**config.mk**
```make
export PLATFORM = sky130hd
export DESIGN_NAME = fm_freq_detect
export DESIGN_NICKNAME = d
export VERILOG_FILES = /design/src/rtl/fm_freq_detect.sv
export SDC_FILE = /design/constraint.sdc
export NUM_CORES = 1
export LEC_CHECK = 0
export ABC_CLOCK_PERIOD_IN_PS = 3200
export CAP_MARGIN = 20
export CORE_ASPECT_RATIO = 1.1
export CORE_UTILIZATION = 25
export CTS_CLUSTER_DIAMETER = 150
export DETAILED_ROUTE_END_ITERATION = 6
export HOLD_SLACK_MARGIN = 0.1
export PLACE_DENSITY = 0.5
export SETUP_SLACK_MARGIN = 0.02
export SLEW_MARGIN = 40
export SYNTH_ARGS = -nofsm -noshare
export SYNTH_HDL_FRONTEND = slang
export SYNTH_SLANG_ARGS = --single-unit
```
**constraint.sdc**
```tcl
create_clock -name clk -period 3.2 [get_ports clk]
set_clock_uncertainty 0.05 [all_clocks]
set_input_delay 0.32 -clock clk [delete_from_list [all_inputs] [get_ports clk]]
set_output_delay 0.32 -clock clk [all_outputs]
set_load 0.02 [all_outputs]
```
**src/rtl/fm_freq_detect.sv**
```systemverilog
// rtl/fm_freq_detect.sv - zero-crossing frequency detector producing an NCO control word
module fm_freq_detect #(
    parameter logic [15:0] HYST     = 16'd256,
    parameter int          AVG_LOG2 = 2,
    parameter logic [31:0] TIMEOUT  = 32'hFFFF_FFFF
) (
    input  logic               clk,
    input  logic               rst,
    input  logic signed [15:0] sample_in,
    input  logic               sample_valid,
    output logic [31:0]        ctrl_out,
    output logic               out_valid,
    output logic               no_signal,
    output logic               overrun
);

    // Periods per window; also the dividend's high part 2^AVG_LOG2.
    localparam int          PERIODS_I = 1 << AVG_LOG2;
    localparam logic [4:0]  PERIODS   = PERIODS_I[4:0];

    // Thresholds in 17-bit signed so +HYST and -HYST are both representable.
    localparam logic signed [16:0] HYST_P = {1'b0, HYST};
    localparam logic signed [16:0] HYST_N = -HYST_P;

    typedef enum logic {
        WAIT_FIRST,
        MEASURE
    } win_state_t;

    typedef enum logic [1:0] {
        D_IDLE,
        D_DIV,
        D_DONE
    } div_state_t;

    // ------------------------------------------------------------------
    // Crossing detector
    // ------------------------------------------------------------------
    logic               r_arm;
    logic signed [16:0] w_sample_ext;
    logic               w_hi;
    logic               w_lo;
    logic               w_cross;

    assign w_sample_ext = {sample_in[15], sample_in};
    assign w_hi         = (w_sample_ext >= HYST_P);
    assign w_lo         = (w_sample_ext <= HYST_N);
    assign w_cross      = sample_valid && r_arm && w_hi;

    // Arm on a clearly negative sample, disarm on the crossing back above +HYST.
    always_ff @(posedge clk or negedge rst) begin
        if (!rst) begin
            r_arm <= 1'b0;
        end else if (sample_valid) begin
            if (w_lo) begin
                r_arm <= 1'b1;
            end else if (w_hi) begin
                r_arm <= 1'b0;
            end
        end
    end

    // ------------------------------------------------------------------
    // Window FSM and cycle/period counters
    // ------------------------------------------------------------------
    win_state_t  r_win;
    win_state_t  w_win_next;
    logic [31:0] r_cyc;
    logic [4:0]  r_pcnt;
    logic [32:0] w_cyc_inc;
    logic [4:0]  w_pcnt_inc;
    logic        w_timeout;
    logic        w_open;
    logic        w_close;
    logic [31:0] w_period_sum;

    // w_cyc_inc is the count the closing edge itself would produce, i.e. the
    // number of edges from the opening crossing to this one.
    assign w_cyc_inc    = {1'b0, r_cyc} + 33'd1;
    assign w_pcnt_inc   = r_pcnt + 5'd1;
    assign w_timeout    = (r_win == MEASURE) && (w_cyc_inc >= {1'b0, TIMEOUT});
    assign w_period_sum = w_cyc_inc[31:0];

    // Window state register.
    always_ff @(posedge clk or negedge rst) begin
        if (!rst) begin
            r_win <= WAIT_FIRST;
        end else begin
            r_win <= w_win_next;
        end
    end

    // Window next state; a timeout on the same edge as a crossing wins.
    always_comb begin
        w_win_next = r_win;
        w_open     = 1'b0;
        w_close    = 1'b0;
        case (r_win)
            WAIT_FIRST: begin
                if (w_cross) begin
                    w_open     = 1'b1;
                    w_win_next = MEASURE;
                end
            end
            MEASURE: begin
                if (w_timeout) begin
                    w_win_next = WAIT_FIRST;
                end else if (w_cross && (w_pcnt_inc == PERIODS)) begin
                    w_close = 1'b1;
                end
            end
            default: begin
                w_win_next = WAIT_FIRST;
            end
        endcase
    end

    // Cycle and period counters; closing crossing restarts them so windows abut.
    always_ff @(posedge clk or negedge rst) begin
        if (!rst) begin
            r_cyc  <= 32'd0;
            r_pcnt <= 5'd0;
        end else if (w_open || w_close || w_timeout) begin
            r_cyc  <= 32'd0;
            r_pcnt <= 5'd0;
        end else if (r_win == MEASURE) begin
            r_cyc <= w_cyc_inc[31:0];
            if (w_cross) begin
                r_pcnt <= w_pcnt_inc;
            end
        end
    end

    // ------------------------------------------------------------------
    // Restoring divider: Q = floor(2^(32+AVG_LOG2) / T)
    // ------------------------------------------------------------------
    div_state_t  r_div;
    div_state_t  w_div_next;
    logic [31:0] r_den;
    logic [32:0] r_rem;
    logic [31:0] r_quo;
    logic [4:0]  r_iter;
    logic        r_sat;
    logic        w_load;
    logic        w_drop;
    logic [32:0] w_rem2;
    logic        w_ge;
    logic [32:0] w_sub;

    assign w_load = w_close && (r_div == D_IDLE);
    assign w_drop = w_close && (r_div != D_IDLE);
    assign w_rem2 = r_rem << 1;
    assign w_ge   = (w_rem2 >= {1'b0, r_den});
    assign w_sub  = w_rem2 - {1'b0, r_den};

    // Divider state register.
    always_ff @(posedge clk or negedge rst) begin
        if (!rst) begin
            r_div <= D_IDLE;
        end else begin
            r_div <= w_div_next;
        end
    end

    // Divider next state: 32 iterations, then one cycle to publish.
    always_comb begin
        w_div_next = r_div;
        case (r_div)
            D_IDLE: begin
                if (w_close) begin
                    w_div_next = D_DIV;
                end
            end
            D_DIV: begin
                if (r_iter == 5'd31) begin
                    w_div_next = D_DONE;
                end
            end
            D_DONE: begin
                w_div_next = D_IDLE;
            end
            default: begin
                w_div_next = D_IDLE;
            end
        endcase
    end

    // Datapath: the remainder starts at 2^AVG_LOG2 (the dividend's high part)
    // and shifts in zero bits; T <= 2^AVG_LOG2 means the quotient overflows.
    always_ff @(posedge clk or negedge rst) begin
        if (!rst) begin
            r_den  <= 32'd0;
            r_rem  <= 33'd0;
            r_quo  <= 32'd0;
            r_iter <= 5'd0;
            r_sat  <= 1'b0;
        end else if (w_load) begin
            r_den  <= w_period_sum;
            r_rem  <= {28'd0, PERIODS};
            r_quo  <= 32'd0;
            r_iter <= 5'd0;
            r_sat  <= (w_period_sum <= {27'd0, PERIODS});
        end else if (r_div == D_DIV) begin
            r_rem  <= w_ge ? w_sub : w_rem2;
            r_quo  <= {r_quo[30:0], w_ge};
            r_iter <= r_iter + 5'd1;
        end
    end

    // ------------------------------------------------------------------
    // Outputs and status flags
    // ------------------------------------------------------------------

    // Publish the quotient with a one-cycle valid pulse.
    always_ff @(posedge clk or negedge rst) begin
        if (!rst) begin
            ctrl_out  <= 32'd0;
            out_valid <= 1'b0;
        end else if (r_div == D_DONE) begin
            ctrl_out  <= r_sat ? 32'hFFFF_FFFF : r_quo;
            out_valid <= 1'b1;
        end else begin
            out_valid <= 1'b0;
        end
    end

    // no_signal set on timeout, cleared by the next result; overrun is sticky.
    always_ff @(posedge clk or negedge rst) begin
        if (!rst) begin
            no_signal <= 1'b0;
            overrun   <= 1'b0;
        end else begin
            if (w_timeout) begin
                no_signal <= 1'b1;
            end else if (r_div == D_DONE) begin
                no_signal <= 1'b0;
            end
            if (w_drop) begin
                overrun <= 1'b1;
            end
        end
    end

endmodule

```
== Word level (Yosys, flattened, before mapping) ==
Cells that the tools add are included.

* Logic and storage cells: 76
* Output and inout bits: 35
* Input port bits: 19
* Flip-flop bits (word level): 178

* Mux-type cells: 28
* Magnitude comparators: 5
* Add/sub/neg operators: 4
* Reduce and logical (&&, ||, !) cells: 18
* Equality and inequality tests: 6
* Bitwise logic cells: 1

{| class="wikitable"
|+ Operators with widths
! kind !! number
|-
| $mux W32 || 8
|-
| $add A32 B1 Y33 const B || 1
|-
| $ge A33 B32 Y1 || 1
|-
| $ge A33 B32 Y1 const B || 1
|-
| $le A32 B3 Y1 const B || 1
|-
| $sub A32 B32 Y32 || 1
|-
| $mux W5 || 5
|-
| $ge A16 B10 Y1 const B || 1
|-
| $le A16 B9 Y1 const B || 1
|-
| $reduce_bool A2 Y1 || 6
|-
| $mux W1 || 11
|-
| $add A5 B1 Y5 const B || 2
|-
| $logic_and A1 B1 Y1 || 6
|-
| $reduce_and A2 Y1 || 3
|-
| $eq A5 B3 Y1 const B || 1
|-
| $eq A5 B5 Y1 const B || 1
|-
| $mux W2 || 2
|-
| $ne A2 B2 Y1 const B || 2
|-
| $pmux W2 S2 || 1
|-
| $eq A2 B1 Y1 const B || 1
|-
| $eq A2 B2 Y1 const B || 1
|-
| $logic_not A2 Y1 || 1
|-
| $logic_or A1 B1 Y1 || 2
|-
| $pmux W1 S2 || 1
|-
| $not A1 Y1 || 1
|}

== Longest topological paths before layout ==
Gate-level depths: netlist of the first run.

* Depth after elaboration: 10
* Mapped depth: 14
* Mapped depth without buffers: 11

== Worst setup path after synthesis of the first run ==
No wires, ideal clock.

* Kind: register to register
* From: register r_cyc[0]
* To: register r_cyc[10]
* Required time: 3029 ps
* Buffers on the path: 3
* Slack: -103 ps
* Data arrival time: 3132 ps
* Stages on the path, launching flop included: 15
* Library setup time: 121 ps
* Cell sequence: dfrtp_1 buf_2 inv_1 ha_1 o21ba_2 or4_1 a211oi_1 nand4_1 or4b_4 o311ai_4 or2_1 buf_6 buf_8 o21ai_1 a22o_1

* Longest elaborated chain between the ends: 8
* Elaborated cells between the ends (all ways): 10
* Those cells by class: add/sub: 1; order compare: 1; mux: 4; reduce/logical: 4

{| class="wikitable"
|+ Ends and longest elaborated chain
! what !! RTL line !! text
|-
| start: declaration || 68 || <nowiki>logic [31:0] r_cyc;</nowiki>
|-
| start signal: assignment || 127 || <nowiki>r_cyc <= w_cyc_inc[31:0];</nowiki>
|-
| $add A32 B1 Y33 (*) || 79 || <nowiki>assign w_cyc_inc = {1'b0, r_cyc} + 33'd1;</nowiki>
|-
| net w_cyc_inc[0] || 70 || <nowiki>logic [32:0] w_cyc_inc;</nowiki>
|-
| $ge A33 B32 Y1 (*) || 81 || <nowiki>assign w_timeout = (r_win == MEASURE) && (w_cyc_inc >= {1'b0, TIMEOUT});</nowiki>
|-
| $logic_and A1 B1 Y1 (*) || 81 ||
|-
| $mux W1 || 106 || <nowiki>if (w_timeout) begin</nowiki>
|-
| $mux W1 || 98 || <nowiki>case (r_win)</nowiki>
|-
| $logic_or A1 B1 Y1 || 123 || <nowiki>end else if (w_open || w_close || w_timeout) begin</nowiki>
|-
| $logic_or A1 B1 Y1 (*) || 123 ||
|-
| $mux W32 or $reduce_bool A2 Y1 (tied branches) || - ||
|}

Mark *: on every way through the listed nets, which the timed path passes. The rest lies on a longest branch. The select of a mux whose other input is x is not followed.
A chain may end at the register's enable or synchronous reset.

== Final worst setup path of the first run ==
* From: register r_cyc[0]
* To: register r_rem[30]

* Longest elaborated chain between the ends: 7
* Elaborated cells between the ends (all ways): 8
* Those cells by class: add/sub: 1; order compare: 1; mux: 3; reduce/logical: 3

{| class="wikitable"
|+ Ends and longest elaborated chain
! what !! RTL line !! text
|-
| $add A32 B1 Y33 (*) || 79 ||
|-
| net w_cyc_inc[0] || 70 ||
|-
| $ge A33 B32 Y1 (*) || 81 ||
|-
| $logic_and A1 B1 Y1 (*) || 81 ||
|-
| $mux W1 (*) || 106 ||
|-
| $mux W1 (*) || 98 ||
|-
| $logic_and A1 B1 Y1 (*) || 150 || <nowiki>assign w_load = w_close && (r_div == D_IDLE);</nowiki>
|-
| $mux W32 or $reduce_bool A2 Y1 (tied branches) || - ||
|-
| end signal: assignment || 199 || <nowiki>r_rem <= {28'd0, PERIODS};</nowiki>
|-
| end signal: assignment || 204 || <nowiki>r_rem <= w_ge ? w_sub : w_rem2;</nowiki>
|-
| end: declaration || 140 || <nowiki>logic [32:0] r_rem;</nowiki>
|}

Mark *: on every way through the listed nets, which the timed path passes. The rest lies on a longest branch.

==> flow_metrics.tcl, run 1 <==
set metrics [dict create \
    status "finished, violations left" \
    violations "negative setup slack" \
    grt_max_degree 99 \
    hp-class "input port to asynchronous set/reset pin" \
    required_ns 3.52 \
    first_pass_iters 7 \
    p_leak_nw 6.099 \
    insertion_delay_ns 0.46 \
    dieArea_um2 42060 \
    grt_pass1_vias 9103 \
    fillers 4175 \
    final_cell_mix "177 x dfrtp_1, 175 x nand2_1, 112 x buf_4, 75 x o21ai_0, 71 x nor2_1" \
    intPower_mw 6.581 \
    max_slew_margin 0.4853 \
    cpPeakStageDelay_ns 0.49 \
    finalHoldViolCount 0 \
    end_kind "flop" \
    syn_area_um2 10310 \
    place_ws_ns -0.3270 \
    remaining_drc_errors 0 \
    synth.area.top_cells "dfrtp_1 43%, o21ai_0 7.9%, nand2_1 7.3%" \
    synth.yosys.warnings 0 \
    numCtsBuffers 17 \
    worstMarginPinSlew_ns 0.7720 \
    share_comb_of_total_power 0.508 \
    cp_max_fo 5 \
    power_frac_seq 0.307 \
    fin_nets 1397 \
    start_kind "flop" \
    diodes 0 \
    drv_cap 0 \
    ctsHtreeMaxLevel 4 \
    synthArstFlopShare 1.000 \
    ioPinCount 54 \
    clk_path_buf_depth 2 \
    wl_per_cell_um 16.11 \
    powerDensity_nw_per_um2 814.2 \
    ant_nets 0 \
    place_congestion 0.8838 \
    clockPowerShare 0.185 \
    dp_hpwl_mm 20.88 \
    core-area_um2 40460 \
    grt.total_usage 0.1451 \
    peakVddDrop_uv 426.0 \
    fin_crit_ns 3.379 \
    rsz0062_at_grt "true" \
    fin_crit_sh 1.056 \
    cts_root_buf "clkbuf_16" \
    postSynthAreaPerCell_um2 8.722 \
    ys_ff_latch 178 \
    synth-main-ff-cell "dfrtp_1" \
    synth-edff-count 0 \
    cp_slowest_cell "or4_1" \
    crit_top_cell "buf_6" \
    yosysTopAreaCellShare 0.4320 \
    rows 77 \
    fin_ws_ns -0.1791 \
    vias 9062 \
    finalPower_mw 11.26 \
    dr.first_iter.drc_count 494 \
    swShare 0.4154 \
    synth_cells 1182 \
    cts_sinks 178 \
    timing.fmax_ghz 0.2959 \
    syn2layout_area_growth_pct 34.10 \
    cp_cell_sequence "inv_4 -> ha_4 -> o21ba_4 -> buf_6 -> or3_4 -> nor4_4 -> nand4_1 -> or4_1 -> o41a_1 -> nor2_1 -> buf_4 -> buf_6 -> nand2_1 -> o221ai_2" \
    clk_transition_reported_paths_ns 0.08 \
    final_common_cell "dfrtp_1" \
    dieHeight_um 215.0 \
    antenna_found_initial 0 \
    initial_utilization 0.2548 \
    synth.largest_area_cell "dfrtp_1" \
    crit_type "flop to flop" \
    die_w_um 195.6 \
    synth_nets 1240 \
    ys_seq_area_frac 0.4320 \
    drv_slew 0 \
    synth_cell_types 79 \
    numPortBuffers 53 \
    drive_above_1_share 0.2317 \
    cts_tree "yes" \
    critPathArrivalTime_ns 3.70 \
    grt_pass1_wl_mm 48.41 \
    globalRouteOverflowTotal 0 \
    via_per_inst 4.862 \
    routed_wl_mm 30.03 \
    finalSetupViolCount 127 \
    p_switching_mw 4.676 \
]
## power by group through the flow
stage               Clock, mW  Sequential (mW)  Combinational (mW)
floorplan                   0             3.28                3.71
global placement            0             3.45                5.21
finish                   2.09             3.45                5.72
global route             2.24             3.55                6.37
CTS                      2.15             3.42                5.45
detailed placement          0             3.45                5.25
## sequential cells by signal, indices dropped and copies added (netlist names)
register	cells
r_arm	1
r_den	32
no_signal	1
overrun	1
r_cyc	32
r_pcnt	5
r_win	1
r_rem	32
ctrl_out	32
r_quo	32
r_div	2
r_sat	1
out_valid	1
r_iter	5
## per-layer routing
metal,share of wire,vias to the layer above,routed length (µm),track usage
li1,-,4468,-,-
met1,0.46,4390,13710,0.1892
met2,0.49,169,14660,0.2392
met3,0.033,35,983,0.02354
met4,0.022,0,669,0.05643
met5,0,-,0,0
## worst max-delay path: cells and delay by family, from the launching register on
| family | cells | cell delay (ns) |
|---|---|---|
| AOI/OAI and AO/OA | 3 | 0.67 |
| buffers and inverters | 4 | 0.50 |
| DFF | 1 | 0.45 |
| and+or+nand+nor | 6 | 1.42 |
| adders and majority gates | 1 | 0.19 |
## what timing repair did
item | 4_1_cts | 5_1_grt
endpoints found under the setup margin | 140 | 141
pin swaps | 20 | 39
hold endpoints to repair | 95 | 0
hold buffers | 1 | 0
gates resized for setup | 97 | 163
gates cloned | 8 | 5
setup buffers | 17 | 9
## path summary, 6_finish.rpt
path,from,to,slack (ns),cells after the start
max,r_cyc[0],r_rem[30],-0.18,14
max in group asynchronous,rst,ctrl_out[13],2.02,3
min,rst,r_cyc[21],0.35,2
min reg2reg,ctrl_out[11],ctrl_out[11],0.43,2
max reg2reg,r_cyc[0],r_rem[30],-0.18,14
min in group clk,ctrl_out[11],ctrl_out[11],0.43,2
## stage by stage
stage,std cells,util,hold slack (ns),instance area [µm²],TNS [ns]
final,1864,0.3417,0.3523,13830,-11.95
after global routing,1864,0.3417,0.4140,13830,-27.05
after CTS,1855,0.3276,0.4019,13260,-17.63
after detailed placement,1798,0.3004,0.2872,12160,-21.22
after global placement,1798,0.3000,0.4109,12140,-18.40
after floorplan,1182,-,-0.02559,10340,-0.06350
## cells by family (layout without fill, tap and decap cells)
kind of cell | count (synthesis) | in the layout | synth area share
adder cells (fa/ha/maj) | 39 | 39 | 0.04806
AND/OR/NAND/NOR | 459 | 459 | 0.2161
multiplexers | 25 | 25 | 0.02439
buffers and inverters | 115 | 284 | 0.04939
flip-flops | 178 | 178 | 0.4320
AO/OA/AOI/OAI | 310 | 310 | 0.1824
XOR/XNOR | 56 | 56 | 0.04757
## synth_stat cells (all sizes together) (22+ instances only)
library cell  count
a21o             22
clkbuf           38
o21ai           171
nor2             74
nand2           200
inv              47
nand3            57
xnor2            36
ha               38
dfrtp           178
a21oi            43
mux2i            24
buf              30
## final cells by class
class                   count  area [µm²]  area share
clock inverters            13       141.4     0.01023
inverters                  47       178.9     0.01294
flip-flops and latches    178        4456      0.3223
multi-input cells         889        5919      0.4281
well taps                 513       641.9     0.04643
repair buffers            206        2049      0.1482
clock buffers              18       439.2     0.03176
Power figures use the tool's default switching activity.
==> inputs of run 2 (changes only) <==
==> constraint.sdc (replaced) <==
create_clock -name clk -period 3.2 [get_ports clk]
set_clock_uncertainty 0.05 [all_clocks]
set_input_delay 0.48 -clock clk [delete_from_list [all_inputs] [get_ports clk]]
set_output_delay 0.48 -clock clk [all_outputs]
set_load 0.02 [all_outputs]
==> flow_metrics.tcl, run 2 (same netlist as run 1, synthesis figures left out) <==
set metrics [dict create \
    placed_area_um2 12160 \
    cts_root_buf "clkbuf_16" \
    required_ns 3.48 \
    wl_per_cell_um 15.77 \
    r2r_end "r_pcnt[2]" \
    grt_pass1_wl_mm 48.27 \
    cp_max_fo 7 \
    dieArea_um2 42060 \
    end_kind "flop" \
    syn2layout_area_growth_pct 33.31 \
    grt_max_degree 82 \
    finalPower_mw 11.21 \
    remaining_drc_errors 0 \
    reg2regPathDepth 12 \
    status "finished, violations left" \
    whs_ns 0.4262 \
    numPortBuffers 53 \
    reg2reg_from "r_cyc[0]" \
    min_path_cells 2 \
    dr.first_iter.drc_count 436 \
    finalHoldViolCount 0 \
    grt.total_usage 0.1432 \
    rows 77 \
    dp_hpwl_mm 20.98 \
    place_ws_ns -0.2744 \
    vias 9105 \
    final_core_util 0.3397 \
    first_pass_iters 5 \
    violations "negative setup slack" \
    peakVddDrop_uv 388.5 \
    timing.fmax_ghz 0.2980 \
    dieHeight_um 215.0 \
    powerDensity_nw_per_um2 815.4 \
    crit_type "flop to flop" \
    hp-class "flop to flop" \
    ioPinCount 54 \
    place_congestion 0.8984 \
    whs_endpoint "ctrl_out[7]" \
    clk_path_buf_depth 2 \
    start_kind "flop" \
    rsz0062_at_grt "true" \
    routed_wl_mm 29.44 \
    via_per_inst 4.877 \
    cp_cell_sequence "buf_4 -> nand4_1 -> buf_4 -> nor2_4 -> nand4_1 -> xor2_1 -> or4_4 -> o311ai_4 -> or2_4 -> buf_6 -> nor2_4 -> a221o_1" \
    diodes 0 \
    fin_nets 1399 \
    final_common_cell "nand2_1" \
    p_leak_nw 6.079 \
    die_w_um 195.6 \
    globalRouteOverflowTotal 0 \
    max_slew_margin 0.4821 \
    cts_tree "yes" \
    ant_nets 0 \
    initial_utilization 0.2548 \
    hp-start "ctrl_out[7]" \
    numCtsBuffers 17 \
    core-area_um2 40460 \
    fin_crit_ns 3.355 \
    final_cell_mix "182 x nand2_1, 175 x dfrtp_1, 114 x buf_4, 70 x nor2_1, 69 x o21ai_1" \
    worstMarginPinSlew_ns 0.7768 \
    drv_slew 0 \
    cpPeakStageDelay_ns 0.59 \
    reg2reg_slack_ns -0.16 \
    fin_crit_sh 1.048 \
    grt_pass1_vias 9202 \
    fin_ws_ns -0.1552 \
    stdcell_area_um2 13740 \
    drv_cap 0 \
    ctsHtreeMaxLevel 4 \
    finalSetupViolCount 89 \
    critPathArrivalTime_ns 3.64 \
    antenna_found_initial 0 \
    cts_sinks 178 \
    cp_slowest_cell "or4_4" \
    clk_transition_reported_paths_ns 0.07 \
    drive_above_1_share 0.2334 \
    insertion_delay_ns 0.45 \
]
## run 2: where the power goes
part,leakage [nW],internal (mW),switching [mW]
sequential,2.13,2.88,0.562
clock,0.265,1.04,0.990
combinational,3.69,2.68,3.04
total,6.08,6.61,4.60
## run 2: worst max-delay path by stage
stage | slack, ns | from | endpoint
floorplan | -0.02 | r_cyc[0] | r_cyc[10]
global placement | -0.29 | r_cyc[0] | r_rem[27]
detailed placement | -0.27 | r_cyc[0] | r_rem[2]
CTS | -0.09 | r_cyc[0] | r_pcnt[2]
global route | -0.26 | r_cyc[0] | r_cyc[21]
finish | -0.16 | r_cyc[0] | r_pcnt[2]
## run 2: what timing repair did
item | in CTS | in global routing
cloned | 5 | 5
setup endpoints to repair | 128 | 141
hold buffers | 1 | 0
pin swaps | 16 | 44
setup buffers | 11 | 13
gates resized for setup | 103 | 162
hold endpoints to repair | 68 | 0
## run 2: layout make-up
class	count	area [µm²]
fillers	4155	26720
multi-input cells	889	5831
flip-flops and latches	178	4458
repair buffers	208	2072
well taps	513	641.9
clock buffers	19	442.9
inverters	47	178.9
clock inverters	13	120.1
## run 2: layer usage
layer  track usage  vias up  wire (µm)
met5             0        -          0
met4       0.05696        0        831
met3       0.02323       56        878
met2        0.2339      178      14100
met1        0.1880     4395      13630
li1              -     4476          -
## run 2: stage by stage
stage          setup TNS, ns  std cells
2_1_floorplan       -0.06350       1182
3_3_place_gp          -13.19       1802
3_5_place_dp          -15.38       1802
4_1_cts               -2.684       1851
5_1_grt               -21.01       1867
6_report              -7.399       1867
## run 2: critical path, delay by kind of cell (launching register included)
kind	cells	cell delay, ns
and+or+nand+nor	6	1.41
AOI/OAI and AO/OA	2	0.65
buffers and inverters	3	0.52
DFF	1	0.41
xor gates and xnor gates	1	0.18
==> inputs of run 3 (changes only) <==
--- a/config.mk
+++ b/config.mk
@@ -13,6 +13,7 @@
 export DETAILED_ROUTE_END_ITERATION = 6
 export HOLD_SLACK_MARGIN = 0.1
 export PLACE_DENSITY = 0.5
+export REMOVE_ABC_BUFFERS = 1
 export SETUP_SLACK_MARGIN = 0.02
 export SLEW_MARGIN = 40
 export SYNTH_ARGS = -nofsm -noshare
==> flow_metrics.tcl, run 3 (same netlist as run 1, synthesis figures left out) <==
set metrics [dict create \
    die_w_um 195.6 \
    grt_pass1_vias 9181 \
    end_kind "flop" \
    wl_per_cell_um 15.87 \
    cts_tree "yes" \
    cts_sinks 178 \
    min_path_cells 2 \
    critPathArrivalTime_ns 3.66 \
    reg2regPathDepth 12 \
    stdcell_count 1872 \
    final_cell_mix "179 x nand2_1, 172 x dfrtp_1, 108 x buf_4, 70 x nor2_1, 62 x o21ai_1" \
    stdcell_area_um2 14080 \
    violations "negative setup slack" \
    timing.fmax_ghz 0.2998 \
    tns_ns -6.346 \
    peakVddDrop_uv 352.9 \
    place_congestion 0.8496 \
    fin_nets 1404 \
    syn2layout_area_growth_pct 36.58 \
    required_ns 3.52 \
    dp_cells 1800 \
    drv_slew 0 \
    cts_root_buf "clkbuf_16" \
    grt.total_usage 0.1428 \
    rsz0062_at_grt "true" \
    max_slew_margin 0.5163 \
    worstMarginPinSlew_ns 0.7255 \
    hp-class "flop to flop" \
    routed_wl_mm 29.71 \
    insertion_delay_ns 0.45 \
    fin_ws_ns -0.1353 \
    numCtsBuffers 17 \
    dr.first_iter.drc_count 552 \
    first_pass_iters 5 \
    finalPower_mw 11.50 \
    numPortBuffers 53 \
    rows 77 \
    fin_crit_ns 3.335 \
    antenna_found_initial 0 \
    final_common_cell "nand2_1" \
    placed_area_um2 12190 \
    status "finished, violations left" \
    start_kind "flop" \
    vias 9137 \
    fin_crit_sh 1.042 \
    core-area_um2 40460 \
    ant_nets 0 \
    cp_max_fo 11 \
    fillers 4140 \
    dp_hpwl_mm 20.29 \
    diodes 0 \
    drv_cap 0 \
    clk_transition_reported_paths_ns 0.08 \
    initial_utilization 0.2548 \
    ctsHtreeMaxLevel 4 \
    finalHoldViolCount 0 \
    powerDensity_nw_per_um2 816.5 \
    dieArea_um2 42060 \
    finalSetupViolCount 94 \
    crit_type "flop to flop" \
    dieHeight_um 215.0 \
    via_per_inst 4.881 \
    drive_above_1_share 0.2472 \
    remaining_drc_errors 0 \
    grt_max_degree 67 \
    clk_path_buf_depth 2 \
    grt_pass1_wl_mm 48.52 \
    ioPinCount 54 \
    globalRouteOverflowTotal 0 \
    p_leak_nw 6.226 \
]
[run 3: final timing paths]
path,start,end,slack (ns)
setup reg to reg,r_cyc[0],r_rem[9],-0.14
max in group asynchronous,rst,r_sat,1.84
hold reg to reg,ctrl_out[13],ctrl_out[13],0.43
setup / recovery,r_cyc[0],r_rem[9],-0.14
hold / removal,ctrl_out[13],ctrl_out[13],0.43
min in group asynchronous,rst,ctrl_out[31],0.51
[run 3: final cells by class]
cell class / instances / area [µm²] / share of cell area
timing repair buffer: 213 / 2243 / 0.1593
multi-input combinational: 889 / 5971 / 0.4240
inverter: 47 / 176.4 / 0.01253
clock inverter: 13 / 133.9 / 0.009508
clock buffer: 19 / 452.9 / 0.03217
tap: 513 / 641.9 / 0.04558
sequential: 178 / 4462 / 0.3169
[run 3: critical path, stage by stage, from the launching register on]
cell and delay [ns]:
dfrtp_2 0.44, inv_2 0.08, ha_4 0.20, o21ba_4 0.19, or3_4 0.35, nor4_4 0.22, nand4_1 0.17, or4_1 0.55
o41a_1 0.42, buf_4 0.19, buf_12 0.14, o22a_1 0.20, o21ai_1 0.06
[run 3: per-stage QoR]
step / hold slack, ns / worst slack (ns) / util
floorplan: 0.1344 / -1.339 / -
global placement: 0.4117 / -0.3602 / 0.3010
detailed placement: 0.4180 / -0.3752 / 0.3012
CTS: 0.4350 / -0.1813 / 0.3319
global route: 0.4483 / -0.2542 / 0.3480
finish: 0.4259 / -0.1353 / 0.3480
[run 3: report_power, final]
part           internal [mW]  total, mW  switching [mW]  leakage, nW
Sequential              2.88       3.47           0.582         2.12
Combinational           2.79       5.92            3.14         3.83
Clock                   1.08       2.11            1.03        0.276
[run 3: timing repair]
item,CTS,global route
gates resized for setup,159,127
hold endpoints to repair,53,0
hold buffers,1,0
cloned,5,8
setup buffers,18,11
pin swaps,45,44
endpoints found under the setup margin,139,141
[run 3: layer usage]
layer	wire length, µm	track usage	up-vias
li1	-	-	4493
met1	13870	0.1889	4465
met2	14310	0.2361	139
met3	861	0.02276	40
met4	667	0.04777	0
met5	0	0	-
